`src/rtl/cksum_sched_if.sv`:
```
// Control/result bundle between requesters, the checksum scheduler and the shared cksum engine.
// The slave view belongs to the scheduler; the master view belongs to its environment.
interface cksum_sched_if #(
  parameter int NUM_REQ = 4,
  parameter int ADDR_W  = 8,
  parameter int LEN_W   = 8
);
  logic [NUM_REQ-1:0]        req_i;
  logic [NUM_REQ*ADDR_W-1:0] req_start_i;
  logic [NUM_REQ*LEN_W-1:0]  req_len_i;
  logic [NUM_REQ-1:0]        gnt_o;
  logic [NUM_REQ-1:0]        done_o;
  logic                      err_o;
  logic [15:0]               val_o;
  logic                      eng_start_o;
  logic [ADDR_W-1:0]         eng_field_start_o;
  logic [LEN_W-1:0]          eng_field_len_o;
  logic [15:0]               eng_val_i;
  logic                      eng_ready_i;

  modport slave (
    input  req_i, req_start_i, req_len_i, eng_val_i, eng_ready_i,
    output gnt_o, done_o, err_o, val_o, eng_start_o, eng_field_start_o, eng_field_len_o
  );

  modport master (
    output req_i, req_start_i, req_len_i, eng_val_i, eng_ready_i,
    input  gnt_o, done_o, err_o, val_o, eng_start_o, eng_field_start_o, eng_field_len_o
  );
endinterface

```
`src/rtl/cksum_sched.sv`:
```
// Round-robin scheduler sharing one Internet-checksum engine among NUM_REQ requesters.
// Odd-length fields are rejected without touching the engine; a stuck engine times out.
module cksum_sched #(
  parameter int NUM_REQ = 4,
  parameter int ADDR_W  = 8,
  parameter int LEN_W   = 8,
  parameter int TIMEOUT = 255
) (
  input  logic         clk,
  input  logic         rst,
  cksum_sched_if.slave bus
);
  localparam int PTR_W = (NUM_REQ > 1) ? $clog2(NUM_REQ) : 1;
  localparam int CNT_W = (TIMEOUT > 0) ? $clog2(TIMEOUT + 1) : 1;

  typedef enum logic [1:0] {IDLE, ISSUE, WAIT, DONE} state_t;

  state_t             state, next_state;
  logic [PTR_W-1:0]   ptr, win, cand, ptr_next;
  logic               found;
  logic [NUM_REQ-1:0] gnt, done;
  logic [ADDR_W-1:0]  field_start, sel_start;
  logic [LEN_W-1:0]   field_len, sel_len;
  logic [15:0]        val;
  logic               err, eng_start;
  logic [CNT_W-1:0]   cnt;

  // Scan from the pointer, wrapping, so the first pending requester after the last winner wins.
  always_comb begin
    found = 1'b0;
    win   = '0;
    cand  = '0;
    for (int i = 0; i < NUM_REQ; i++) begin
      if (int'(ptr) + i >= NUM_REQ)
        cand = PTR_W'(int'(ptr) + i - NUM_REQ);
      else
        cand = PTR_W'(int'(ptr) + i);
      if (!found && bus.req_i[cand]) begin
        found = 1'b1;
        win   = cand;
      end
    end
  end

  always_comb begin
    sel_start = '0;
    sel_len   = '0;
    for (int i = 0; i < NUM_REQ; i++) begin
      if (win == PTR_W'(i)) begin
        sel_start = bus.req_start_i[i*ADDR_W +: ADDR_W];
        sel_len   = bus.req_len_i[i*LEN_W +: LEN_W];
      end
    end
  end

  assign ptr_next = (win == PTR_W'(NUM_REQ - 1)) ? '0 : win + 1'b1;

  always_ff @(posedge clk) begin
    if (!rst) state <= IDLE;
    else      state <= next_state;
  end

  always_comb begin
    next_state = state;
    eng_start  = 1'b0;
    done       = '0;
    case (state)
      IDLE:  if (found) next_state = sel_len[0] ? DONE : ISSUE;
      ISSUE: begin
        eng_start  = 1'b1;
        next_state = WAIT;
      end
      WAIT:  if (bus.eng_ready_i || cnt == CNT_W'(TIMEOUT)) next_state = DONE;
      DONE:  begin
        done       = gnt;
        next_state = IDLE;
      end
      default: next_state = IDLE;
    endcase
  end

  // Ready wins over timeout when both hit in the same cycle; a timeout leaves val untouched.
  always_ff @(posedge clk) begin
    if (!rst) begin
      ptr         <= '0;
      gnt         <= '0;
      field_start <= '0;
      field_len   <= '0;
      val         <= '0;
      err         <= 1'b0;
      cnt         <= '0;
    end else begin
      case (state)
        IDLE: if (found) begin
          gnt         <= NUM_REQ'(1) << win;
          field_start <= sel_start;
          field_len   <= sel_len;
          ptr         <= ptr_next;
          err         <= sel_len[0];
        end
        ISSUE: cnt <= '0;
        WAIT: begin
          if (bus.eng_ready_i)               val <= bus.eng_val_i;
          else if (cnt == CNT_W'(TIMEOUT))   err <= 1'b1;
          else                               cnt <= cnt + 1'b1;
        end
        DONE: begin
          gnt <= '0;
          err <= 1'b0;
        end
        default: ;
      endcase
    end
  end

  assign bus.gnt_o             = gnt;
  assign bus.done_o            = done;
  assign bus.err_o             = err;
  assign bus.val_o             = val;
  assign bus.eng_start_o       = eng_start;
  assign bus.eng_field_start_o = field_start;
  assign bus.eng_field_len_o   = field_len;
endmodule

```
`src/flat_wrapper.sv`:
```
// flat-port wrapper written by rule: the top's interface ports become plain ports
module cksum_sched_flat 
#(
  parameter int NUM_REQ = 4,
  parameter int ADDR_W  = 8,
  parameter int LEN_W   = 8,
  parameter int TIMEOUT = 255
)
  (clk, rst, bus_req_i, bus_req_start_i, bus_req_len_i, bus_eng_val_i, bus_eng_ready_i, bus_gnt_o, bus_done_o, bus_err_o, bus_val_o, bus_eng_start_o, bus_eng_field_start_o, bus_eng_field_len_o);
  cksum_sched_if #(.NUM_REQ(NUM_REQ), .ADDR_W(ADDR_W), .LEN_W(LEN_W)) bus_i ();
  input  logic clk;
  input  logic rst;
  input wire logic [$bits(bus_i.req_i)-1:0] bus_req_i;
  input wire logic [$bits(bus_i.req_start_i)-1:0] bus_req_start_i;
  input wire logic [$bits(bus_i.req_len_i)-1:0] bus_req_len_i;
  input wire logic [$bits(bus_i.eng_val_i)-1:0] bus_eng_val_i;
  input wire logic [$bits(bus_i.eng_ready_i)-1:0] bus_eng_ready_i;
  output wire logic [$bits(bus_i.gnt_o)-1:0] bus_gnt_o;
  output wire logic [$bits(bus_i.done_o)-1:0] bus_done_o;
  output wire logic [$bits(bus_i.err_o)-1:0] bus_err_o;
  output wire logic [$bits(bus_i.val_o)-1:0] bus_val_o;
  output wire logic [$bits(bus_i.eng_start_o)-1:0] bus_eng_start_o;
  output wire logic [$bits(bus_i.eng_field_start_o)-1:0] bus_eng_field_start_o;
  output wire logic [$bits(bus_i.eng_field_len_o)-1:0] bus_eng_field_len_o;
  assign bus_i.req_i = bus_req_i;
  assign bus_i.req_start_i = bus_req_start_i;
  assign bus_i.req_len_i = bus_req_len_i;
  assign bus_i.eng_val_i = bus_eng_val_i;
  assign bus_i.eng_ready_i = bus_eng_ready_i;
  assign bus_gnt_o = bus_i.gnt_o;
  assign bus_done_o = bus_i.done_o;
  assign bus_err_o = bus_i.err_o;
  assign bus_val_o = bus_i.val_o;
  assign bus_eng_start_o = bus_i.eng_start_o;
  assign bus_eng_field_start_o = bus_i.eng_field_start_o;
  assign bus_eng_field_len_o = bus_i.eng_field_len_o;
  cksum_sched #(.NUM_REQ(NUM_REQ), .ADDR_W(ADDR_W), .LEN_W(LEN_W), .TIMEOUT(TIMEOUT)) u_core (.clk(clk), .rst(rst), .bus(bus_i));
endmodule
```
`config.mk`:
```
export PLATFORM = sky130hd
export DESIGN_NAME = cksum_sched_flat
export DESIGN_NICKNAME = d
export VERILOG_FILES = /design/src/rtl/cksum_sched_if.sv /design/src/rtl/cksum_sched.sv /design/src/flat_wrapper.sv
export SDC_FILE = /design/constraint.sdc
export NUM_CORES = 1
export LEC_CHECK = 0
export CORE_ASPECT_RATIO = 1.1
export CORE_MARGIN = 4
export CORE_UTILIZATION = 30
export DETAILED_ROUTE_END_ITERATION = 10
export PLACE_DENSITY_LB_ADDON = 0.25
export SYNTH_ARGS = -nofsm -noshare
export SYNTH_HDL_FRONTEND = slang
export SYNTH_SLANG_ARGS = --single-unit
```
`constraint.sdc`:
```
create_clock -name clk -period 5.5 [get_ports clk]
set_input_delay 1.1 -clock clk [delete_from_list [all_inputs] [get_ports clk]]
set_output_delay 1.1 -clock clk [all_outputs]
set_load 0.005 [all_outputs]
```
==> results of run 1 <==
worst register-to-register path, stage by stage (launching register included):
cell and delay, ns:
dfxtp_1 0.44, mux2i_1 0.21, nor2_1 0.07, nor4_1 0.45
ha_1 0.78, a211oi_1 0.18, a211oi_1 0.40, mux2i_1 0.13
a311oi_1 0.25
metrics by stage:
step | instances | worst slack (ns)
global route | 546 | 1.398
global placement | 538 | 1.437
detailed placement | 538 | 1.312
floorplan | 318 | 2.560
finish | 546 | 1.664
CTS | 546 | 1.662
registers in the layout, summed over array words and instances, names as in the netlist:
| name | cells |
|---|---|
| u_core.cnt | 8 |
| u_core.bus.eng_field_len_o | 8 |
| u_core.bus.val_o | 16 |
| u_core.bus.gnt_o | 4 |
| u_core.bus.eng_field_start_o | 8 |
| u_core.state | 2 |
| u_core.ptr | 2 |
| u_core.bus.err_o | 1 |
power breakdown:
part	internal [µW]	switching (µW)	leakage (µW)
clock	137	126	0.0000554
sequential	449	61.3	0.000401
combinational	438	418	0.00107
cell families after synthesis:
logic type	after synthesis	share of synthesized area (%)
buffers and inverters	44	7.593
multiplexers	5	1.910
AO/OA/AOI/OAI	110	29.61
adder cells (fa/ha/maj)	9	4.298
XOR/XNOR	2	0.6687
flip-flops	49	37.44
AND/OR/NAND/NOR	99	18.48
cell type report:
cell class | count | area [µm²] | share of cell area (%)
tap | 111 | 138.9 | 3.420
multi-input combinational | 225 | 1440 | 35.46
sequential | 49 | 980.9 | 24.15
inverter | 21 | 78.83 | 1.941
clock buffer | 6 | 72.57 | 1.787
timing repair buffer | 132 | 1311 | 32.29
clock inverter | 2 | 38.79 | 0.9550
final timing paths:
| path | depth (start not counted) | slack [ns] | from | end |
|---|---|---|---|---|
| min | 2 | 0.46 | u_core.bus.val_o[14]$_SDFFE_PN0P_ | u_core.bus.val_o[14]$_SDFFE_PN0P_ |
| min reg2reg | 2 | 0.46 | u_core.bus.val_o[14]$_SDFFE_PN0P_ | u_core.bus.val_o[14]$_SDFFE_PN0P_ |
| max reg2reg | 8 | 2.50 | u_core.ptr[1]$_SDFFE_PN0P_ | u_core.bus.err_o$_SDFFE_PN0P_ |
| max | 8 | 1.66 | bus_req_i[0] | u_core.bus.err_o$_SDFFE_PN0P_ |
routing by layer:
| layer | track usage [%] | share of wire [%] | vias to the layer above |
|---|---|---|---|
| met3 | 6.496 | 12 | 10 |
| met2 | 25.20 | 45 | 115 |
| met5 | 0 | 0 | - |
| met1 | 17.01 | 42 | 1204 |
| met4 | 4.814 | 1.7 | 0 |
| li1 | - | - | 1378 |
cell usage in the layout (no fill, tap or decap), drive strengths merged, types with 2 or more instances in the layout:
master,count
o2111ai,3
a2111o,2
a21oi,25
mux2i,5
buf,4
a31oi,15
and2,5
nand4,2
clkdlybuf4s50,128
nor2b,6
nand2,54
nor2,13
nor4,2
a311oi,2
inv,20
nand2b,3
a211o,15
o21ai,17
clkinv,2
o21a,2
a22oi,4
nand3,5
a211oi,3
xor2,2
a221oi,15
clkbuf,6
and3,2
nor3b,2
dfxtp,49
ha,9
==> results.ini, run 1 <==
[critical_path]
cpMostUsedCell=a211oi_1
critPathRequiredTime_ns=5.71
path_buf_inv=1
cp-end-kind=flop
critPathSlowestCell=ha_1
path_class=input port to flop
arrival_ns=4.05
critPathTopFamily=compound AO/OA/AOI/OAI gates
crit_path_cell_trace=clkdlybuf4s50_1 > nor4_4 > nor4_1 > ha_1 > a211oi_1 > a211oi_1 > mux2i_1 > a311oi_1
critPathMaxFanout=19
critPathLaunchType=input port
cpPeakStageDelay_ns=0.78

[global_route]
grt-ovfl-total=0
grt_pass1_wl_um=12780
grt_max_degree=27
grt_pass1_vias=2667
track_usage_pct=14.95
antenna_found_initial=0

[floorplanning]
io_pins=129
fp.dieW_um=97.11
core-area_mm2=0.008452
rows=35
start_util_pct=31.00
die_y_um=106.0
fp.dieArea_mm2=0.01029

[drt]
vias=2707
vias_per_cell=4.958
drc_errors=0
drtAntennaViolNets=0
wl_um=7862
wl_per_cell_um=14.40
drt_iter0_markers=113
dr.pass1.iters=4

[clock_tree]
cts_setup_buffers=0
cts_sinks=49
clk_latency_ns=0.31
postCtsHoldBufs=0
cts.clk_slew.worst_paths_ns=0.09
htreeDepth=2
clk_path_buf_depth=2
cts_buffers=5
cts_tree=built
cts_resized=0
cts-root-buf=clkbuf_8

[final_layout]
antenna_cells=0
drive_gt1_share_pct=3.908
fin_nets=530
design_area_mm2=0.004061
fill_cells=834
final_util_pct=48.05
area_growth_pct=55.01

[place]
gp_congestion=0.8185
place_hpwl_um=6000
place_area_mm2=0.003950
port_buffers=128

[sta]
setup_tns_ns=0
setup_viol=0
slew_headroom_pct=46.06
clock_skew_ns=0.007695
rsz0062_at_grt=no
worst_slew_pin_slew_ns=0.8091
max_freq_mhz=260.7
finalHoldViolations=0
hold_slack_ns=0.4598
timing.final.crit_period_ns=3.836
finalCritPeriodShare_pct=69.74
drv_slew=0

[yosys]
synth_fp_nets=414
synth.yosys.seq_area_share_pct=37.44
yosysUniqueCellTypes=50
synth_edf_count=0
synthCells=318
ys_ff_latch=49
synth_area_leaders=dfxtp_1 37%, nand2_1 7.7%, a211o_1 5.0%
synth_top_cell_by_area=dfxtp_1
synth_top_area_share_pct=37.44
yosys_warnings=0
ys.flop_type=dfxtp_1
syn_area_mm2=0.002620
async_flop_share_pct=0
synth_most_common_cell=nand2_1
synth.avg_cell_area_um2=8.239
synthTopCellsByCount=54 x nand2_1, 49 x dfxtp_1, 25 x a21oi_1, 20 x inv_1

[pwr]
finalPower_uw=1629
powerDensity_mw_per_mm2=401.2
peakVddDrop_mv=0.1873
p_leak_uw=0.001531

[job]
maxCapViolCount=0

[outcome]
outcome=completed

[min_path]
hold_path_class=flop to flop

Note: power is estimated with default switching activity, not from simulation.
==> run 2, diff against run 1 <==
Clock period 5.5 ns to 3.95 ns, I/O delays scaled along.
==> run 2 against run 1 <==
Against the previous run: worst hold slack better by 0.00058 ns; final area rose by 0.22%; combinational power up 41%; clock power grew 17%; global-route usage up 0.43 points; non-clock buffer count increased by 4; power up 37%; clock-buffer cell count fell by 1; critical path depth up 2; clock skew is 0.0029 ns lower; sequential share of layout area decreased by 0.052 points; critical path type unchanged; critical endpoint unchanged.
==> results.ini, run 2 (synthesis results as in run 1) <==
[sta]
rsz0062_at_grt=no  ; unchanged
slew_headroom_pct=49.81  ; was 46.06%
finalCritPeriodShare_pct=78.65
setup_viol=0  ; unchanged
drv_slew=0  ; unchanged
max_freq_mhz=321.9
clock_skew_ns=0.004770  ; was 0.007695 ns
timing.final.crit_period_ns=3.107
finalHoldViolations=0  ; unchanged
hold_slack_ns=0.4603  ; was 0.4598 ns
setup_tns_ns=0  ; unchanged
worst_slew_pin_slew_ns=0.7483  ; was 0.8091 ns

[floorplanning]
fp.dieArea_mm2=0.01029  ; unchanged
io_pins=129  ; unchanged
die_y_um=106.0  ; unchanged
fp.dieW_um=97.11  ; unchanged
core-area_mm2=0.008452  ; unchanged
start_util_pct=31.00  ; unchanged
rows=35  ; unchanged

[final_layout]
antenna_cells=0  ; unchanged
final_cell_mix=128 x clkdlybuf4s50_1, 54 x nand2_1, 49 x dfxtp_1  ; unchanged
layout.cells.most_common=clkdlybuf4s50_1  ; unchanged
design_area_mm2=0.004070  ; was 0.004061 mm²
multiInputGateArea_mm2=0.001440  ; unchanged
drive_gt1_share_pct=5.011  ; was 3.908%
layoutNonFillerInstCount=550  ; was 546
area_growth_pct=55.35  ; was 55.01%
fill_cells=838  ; was 834
largest_register_ffs=16  ; unchanged
seqCellArea_um2=980.9  ; unchanged
fin_nets=534  ; was 530

[critical_path]
path_class=input port to flop  ; unchanged
crit_path_end=u_core.bus.err_o$_SDFFE_PN0P_  ; unchanged
r2r_slack_ns=1.35  ; was 2.50 ns
critPathTopFamily=buffers and inverters  ; was compound AO/OA/AOI/OAI gates
cp-startpoint=bus_req_i[0]  ; unchanged
cpPeakStageDelay_ns=0.50  ; was 0.78 ns
cp_num_cells=10  ; was 8
path_buf_inv=2  ; was 1
crit_path_cell_trace=clkdlybuf4s50_1 > mux2i_1 > nor2_1 > nor4_1 > ha_1 > buf_4 > nor3b_1 > a211oi_1 > mux2i_1 > a311oi_1  ; was clkdlybuf4s50_1 > nor4_4 > nor4_1 > ha_1 > a211oi_1 > a211oi_1 > mux2i_1 > a311oi_1
cpMostUsedCell=mux2i_1  ; was a211oi_1
cp-end-kind=flop  ; unchanged
rr_startpoint=u_core.ptr[1]$_SDFFE_PN0P_  ; unchanged
critPathRequiredTime_ns=4.16  ; was 5.71 ns
critPathSlowestCell=clkdlybuf4s50_1  ; was ha_1
worstRegToRegCells=9  ; was 8
critPathMaxFanout=14  ; was 19
arrival_ns=3.32  ; was 4.05 ns
critPathLaunchType=input port  ; unchanged
reg2reg_to=u_core.bus.err_o$_SDFFE_PN0P_  ; unchanged

[drt]
drt_iter0_markers=82  ; was 113
drc_errors=0  ; unchanged
vias=2739  ; was 2,707
wl_um=7896  ; was 7862 µm
drtAntennaViolNets=0  ; unchanged
wl_per_cell_um=14.36  ; was 14.40 µm
vias_per_cell=4.980  ; was 4.958
dr.pass1.iters=4  ; unchanged

[place]
port_buffers=128  ; unchanged
place_inst=542  ; was 538
gp_congestion=0.7646  ; was 0.8185
place_area_mm2=0.003980  ; was 0.003950 mm²
place_hpwl_um=6087  ; was 6000 µm

[pwr]
finalPower_uw=2231  ; was 1629 µW
peakVddDrop_mv=0.2425  ; was 0.1873 mV
p_leak_uw=0.001541  ; was 0.001531 µW
powerDensity_mw_per_mm2=548.1  ; was 401.2 mW/mm²

[clock_tree]
clk_path_buf_depth=2  ; unchanged
htreeDepth=2  ; unchanged
cts-root-buf=clkbuf_8  ; unchanged
cts_sinks=49  ; unchanged
cts_setup_buffers=0  ; unchanged
postCtsHoldBufs=0  ; unchanged
cts_tree=built  ; unchanged
clk_latency_ns=0.31  ; about the same
cts.clk_slew.worst_paths_ns=0.10  ; was 0.09 ns
cts_buffers=5  ; unchanged
cts_resized=0  ; unchanged

[outcome]
outcome=completed  ; unchanged

[global_route]
antenna_found_initial=0  ; unchanged
track_usage_pct=15.38  ; was 14.95%
grt_pass1_wl_um=13110  ; was 12,780 µm
grt-ovfl-total=0  ; unchanged
grt_max_degree=27  ; unchanged
grt_pass1_vias=2724  ; was 2,667

[job]
maxCapViolCount=0  ; unchanged

[min_path]
hold_path_class=flop to flop  ; unchanged

run 2: cell type report:
| class | instances | area share, % |
|---|---|---|
| clock buffer | 5 | 1.691 |
| inverter | 21 | 1.937 |
| multi-input combinational | 225 | 35.38 |
| clock inverter | 3 | 0.5226 |
| sequential | 49 | 24.10 |
| timing repair buffer | 136 | 32.95 |
| tap | 111 | 3.412 |
run 2: through the flow:
stage	worst slack (ns)	utilization, %
floorplan	1.320	-
global placement	0.5819	47.09
detailed placement	0.4911	47.09
CTS	0.8148	48.16
global route	0.5500	48.16
finish	0.8433	48.16
run 2: power by group:
part	switching, µW	leakage (µW)	internal [µW]
Combinational	583	0.00110	628
Sequential	89.1	0.000401	625
Clock	181	0.0000445	126
run 2: worst reg2reg max path: stages, from the launching register on:
cell and delay (ns):
dfxtp_1 0.44, mux2i_1 0.21, nor2_1 0.07, nor4_1 0.48
ha_1 0.31, buf_4 0.22, nor3b_1 0.07, a211oi_1 0.31
mux2i_1 0.13, a311oi_1 0.26
run 2: worst min-delay path by stage:
stage	from	end	slack, ns	depth (start not counted)
3_3_place_gp	u_core.bus.val_o[2]$_SDFFE_PN0P_	u_core.bus.val_o[2]$_SDFFE_PN0P_	0.44	2
3_5_place_dp	u_core.bus.val_o[2]$_SDFFE_PN0P_	u_core.bus.val_o[2]$_SDFFE_PN0P_	0.45	2
6_report	u_core.bus.val_o[5]$_SDFFE_PN0P_	u_core.bus.val_o[5]$_SDFFE_PN0P_	0.46	2
4_1_cts	u_core.bus.val_o[2]$_SDFFE_PN0P_	u_core.bus.val_o[2]$_SDFFE_PN0P_	0.46	2
2_1_floorplan	u_core.bus.val_o[0]$_SDFFE_PN0P_	u_core.bus.val_o[0]$_SDFFE_PN0P_	0.45	2
5_1_grt	u_core.bus.val_o[2]$_SDFFE_PN0P_	u_core.bus.val_o[2]$_SDFFE_PN0P_	0.48	2
run 2: layer usage:
metal,GRT usage [%],up-vias,wire length [µm]
met2,26.28,119,3549
met1,17.38,1218,3275
met5,0,-,0
met4,4.313,0,139
li1,-,1389,-
met3,6.824,13,931
==> run 3, diff against run 2 <==
Clock period 3.95 ns to 2.83 ns, I/O delays scaled along.
==> run 3 against run 2 <==
Against the previous run: combinational power grew 50%; first-iteration DRC count is 12% higher; sequential share of layout area decreased by 0.62 points; final area is 2.6% higher; setup slack lost 0.62 ns; clock power up 36%; clock skew rose by 0.0042 ns; worst hold slack lost 0.0032 ns; cell count grew 1.5%; routed wire length up 0.16%; critical path depth grew 1; power grew 45%; critical path type unchanged; largest power group unchanged; highest routed layer unchanged.
==> results.ini, run 3 (synthesis results as in run 1) <==
[critical_path]
critPathTopFamily=buffers and inverters  ; unchanged
critPathMaxFanout=15  ; was 14
critPathRequiredTime_ns=2.97  ; was 4.16 ns
crit_path_cell_trace=clkdlybuf4s50_1 > nor4_4 > nor4_1 > buf_4 > ha_1 > buf_4 > nor2b_4 > buf_12 > a221oi_1 > a211o_1 > a31oi_1  ; was clkdlybuf4s50_1 > mux2i_1 > nor2_1 > nor4_1 > ha_1 > buf_4 > nor3b_1 > a211oi_1 > mux2i_1 > a311oi_1
path_buf_inv=4  ; was 2
cp-end-kind=flop  ; unchanged
path_class=input port to flop  ; unchanged
arrival_ns=2.75  ; was 3.32 ns
critPathLaunchType=input port  ; unchanged
critPathSlowestCell=clkdlybuf4s50_1  ; unchanged
cpPeakStageDelay_ns=0.57  ; was 0.50 ns
cpMostUsedCell=buf_4  ; was mux2i_1

[sta]
finalCritPeriodShare_pct=92.20
clock_skew_ns=0.008936  ; was 0.004770 ns
rsz0062_at_grt=no  ; unchanged
setup_viol=0  ; unchanged
slew_headroom_pct=32.87  ; was 49.81%
max_freq_mhz=383.3
timing.final.crit_period_ns=2.609
finalHoldViolations=0  ; unchanged
worst_slew_pin_slew_ns=1.002  ; was 0.7483 ns
setup_tns_ns=0  ; unchanged
drv_slew=0  ; unchanged

[global_route]
grt-ovfl-total=0  ; unchanged
grt_use_met2_pct=25.15  ; was 26.28%
use_met3_pct=5.643  ; was 6.824%
antenna_found_initial=0  ; unchanged
busiest_layer=met2  ; unchanged
grt_pass1_vias=2775  ; was 2,724
use_met1_pct=18.28  ; was 17.38%
grt_pass1_wl_um=12930  ; was 13,110 µm
grt_max_degree=25  ; was 27
track_usage_pct=15.21  ; was 15.38%

[final_layout]
fill_cells=811  ; was 838
layout.cells.most_common=clkdlybuf4s50_1  ; unchanged
area_growth_pct=59.46  ; was 55.35%
antenna_cells=0  ; unchanged
fin_nets=542  ; was 534
largest_register_ffs=16  ; unchanged
design_area_mm2=0.004178  ; was 0.004070 mm²
drive_gt1_share_pct=6.711  ; was 5.011%
final_cell_mix=125 x clkdlybuf4s50_1, 54 x nand2_1, 49 x dfxtp_1  ; was 128 x clkdlybuf4s50_1, 54 x nand2_1, 49 x dfxtp_1

[place]
port_buffers=128  ; unchanged
place_area_mm2=0.004058  ; was 0.003980 mm²
gp_congestion=0.7946  ; was 0.7646
place_hpwl_um=6069  ; was 6087 µm

[floorplanning]
fp.dieW_um=97.11  ; unchanged
rows=35  ; unchanged
io_pins=129  ; unchanged
fp.dieArea_mm2=0.01029  ; unchanged
start_util_pct=31.00  ; unchanged
core-area_mm2=0.008452  ; unchanged
die_y_um=106.0  ; unchanged

[clock_tree]
cts_sinks=49  ; unchanged
cts_tree=built  ; unchanged
cts_buffers=5  ; unchanged
cts.clk_slew.worst_paths_ns=0.09  ; was 0.10 ns
cts-root-buf=clkbuf_8  ; unchanged
htreeDepth=2  ; unchanged
clk_path_buf_depth=2  ; unchanged
postCtsHoldBufs=0  ; unchanged
clk_latency_ns=0.30  ; was 0.31 ns

[job]
maxCapViolCount=0  ; unchanged

[drt]
vias_per_cell=4.991  ; was 4.980
dr.pass1.iters=4  ; unchanged
wl_um=7909  ; was 7896 µm
vias=2785  ; was 2,739
drt_iter0_markers=92  ; was 82
drtAntennaViolNets=0  ; unchanged
drc_errors=0  ; unchanged
wl_per_cell_um=14.17  ; was 14.36 µm

[pwr]
peakVddDrop_mv=0.5214  ; was 0.2425 mV
powerDensity_mw_per_mm2=774.7  ; was 548.1 mW/mm²
p_leak_uw=0.001614  ; was 0.001541 µW

[min_path]
hold_path_class=flop to flop  ; unchanged

[outcome]
outcome=completed  ; unchanged

==> run 3: changes by cell type in the layout (fill, tap and decap cells not counted), moves of 3 or more <==
cell             before  now
clkdlybuf4s50_1     128  125
buf_4                 8   13
dlymetal6s2s_1        0    3
buf_12                0    3
==> run 3: final cells by class <==
| type | instances | area, µm² | area share [%] |
|---|---|---|---|
| timing repair buffer | 144 | 1446 | 34.62 |
| multi-input combinational | 225 | 1445 | 34.59 |
| sequential | 49 | 980.9 | 23.48 |
| tap | 111 | 138.9 | 3.324 |
| inverter | 21 | 78.83 | 1.887 |
| clock buffer | 6 | 72.57 | 1.737 |
| clock inverter | 2 | 15.01 | 0.3594 |
==> run 3: metrics by stage <==
| step | worst slack [ns] | std cells | util (%) | total power, µW | hold slack [ns] |
|---|---|---|---|---|---|
| CTS | 0.04333 | 557 | 49.05 | 3220 | 0.4621 |
| finish | 0.2208 | 558 | 49.43 | 3237 | 0.4571 |
| detailed placement | -0.2703 | 549 | 48.01 | 2787 | 0.4484 |
| global placement | -0.1758 | 549 | 48.01 | 2761 | 0.4426 |
| global route | 0.003135 | 558 | 49.43 | 3499 | 0.4738 |
| floorplan | 0.4240 | 318 | - | 2058 | 0.4527 |
==> run 3: what timing repair did <==
item                                   CTS  global route
setup endpoints to repair                0            16
gates resized for setup                  0             4
endpoints found under the hold margin    0             0
buffers inserted                         0             1
==> run 3: worst paths after layout <==
check,startpoint,endpoint,slack (ns),cells after the start
hold / removal,u_core.bus.val_o[13]$_SDFFE_PN0P_,u_core.bus.val_o[13]$_SDFFE_PN0P_,0.46,2
setup reg to reg,u_core.ptr[1]$_SDFFE_PN0P_,u_core.bus.eng_field_start_o[7]$_SDFFE_PN0P_,0.47,11
setup / recovery,bus_req_i[1],u_core.bus.eng_field_start_o[7]$_SDFFE_PN0P_,0.22,11
hold reg to reg,u_core.bus.val_o[13]$_SDFFE_PN0P_,u_core.bus.val_o[13]$_SDFFE_PN0P_,0.46,2
==> run 3: routing by layer <==
layer / wire length, µm / vias to the layer above / part of all wire (%)
li1: - / 1405 / -
met5: 0 / - / 0
met1: 3402 / 1243 / 43
met2: 3540 / 129 / 45
met3: 852 / 8 / 11
met4: 113 / 0 / 1.4
==> run 3: worst register-to-register path, stage by stage, from the launching register on <==
cell and delay, ns:
dfxtp_1 0.44, mux2i_1 0.21, nor2_1 0.07, nor4_1 0.23, buf_4 0.17, ha_1 0.20
buf_4 0.19, nor2b_4 0.05, buf_12 0.14, a221oi_1 0.27, a211o_1 0.15, a31oi_1 0.08
==> run 3: power by group <==
group / internal (µW) / total, µW / leakage [µW] / switching [µW]
Sequential: 872 / 996 / 0.000401 / 125
Clock: 175 / 416 / 0.0000374 / 241
Combinational: 983 / 1820 / 0.00118 / 841
Total: 2030 / 3240 / 0.00161 / 1210
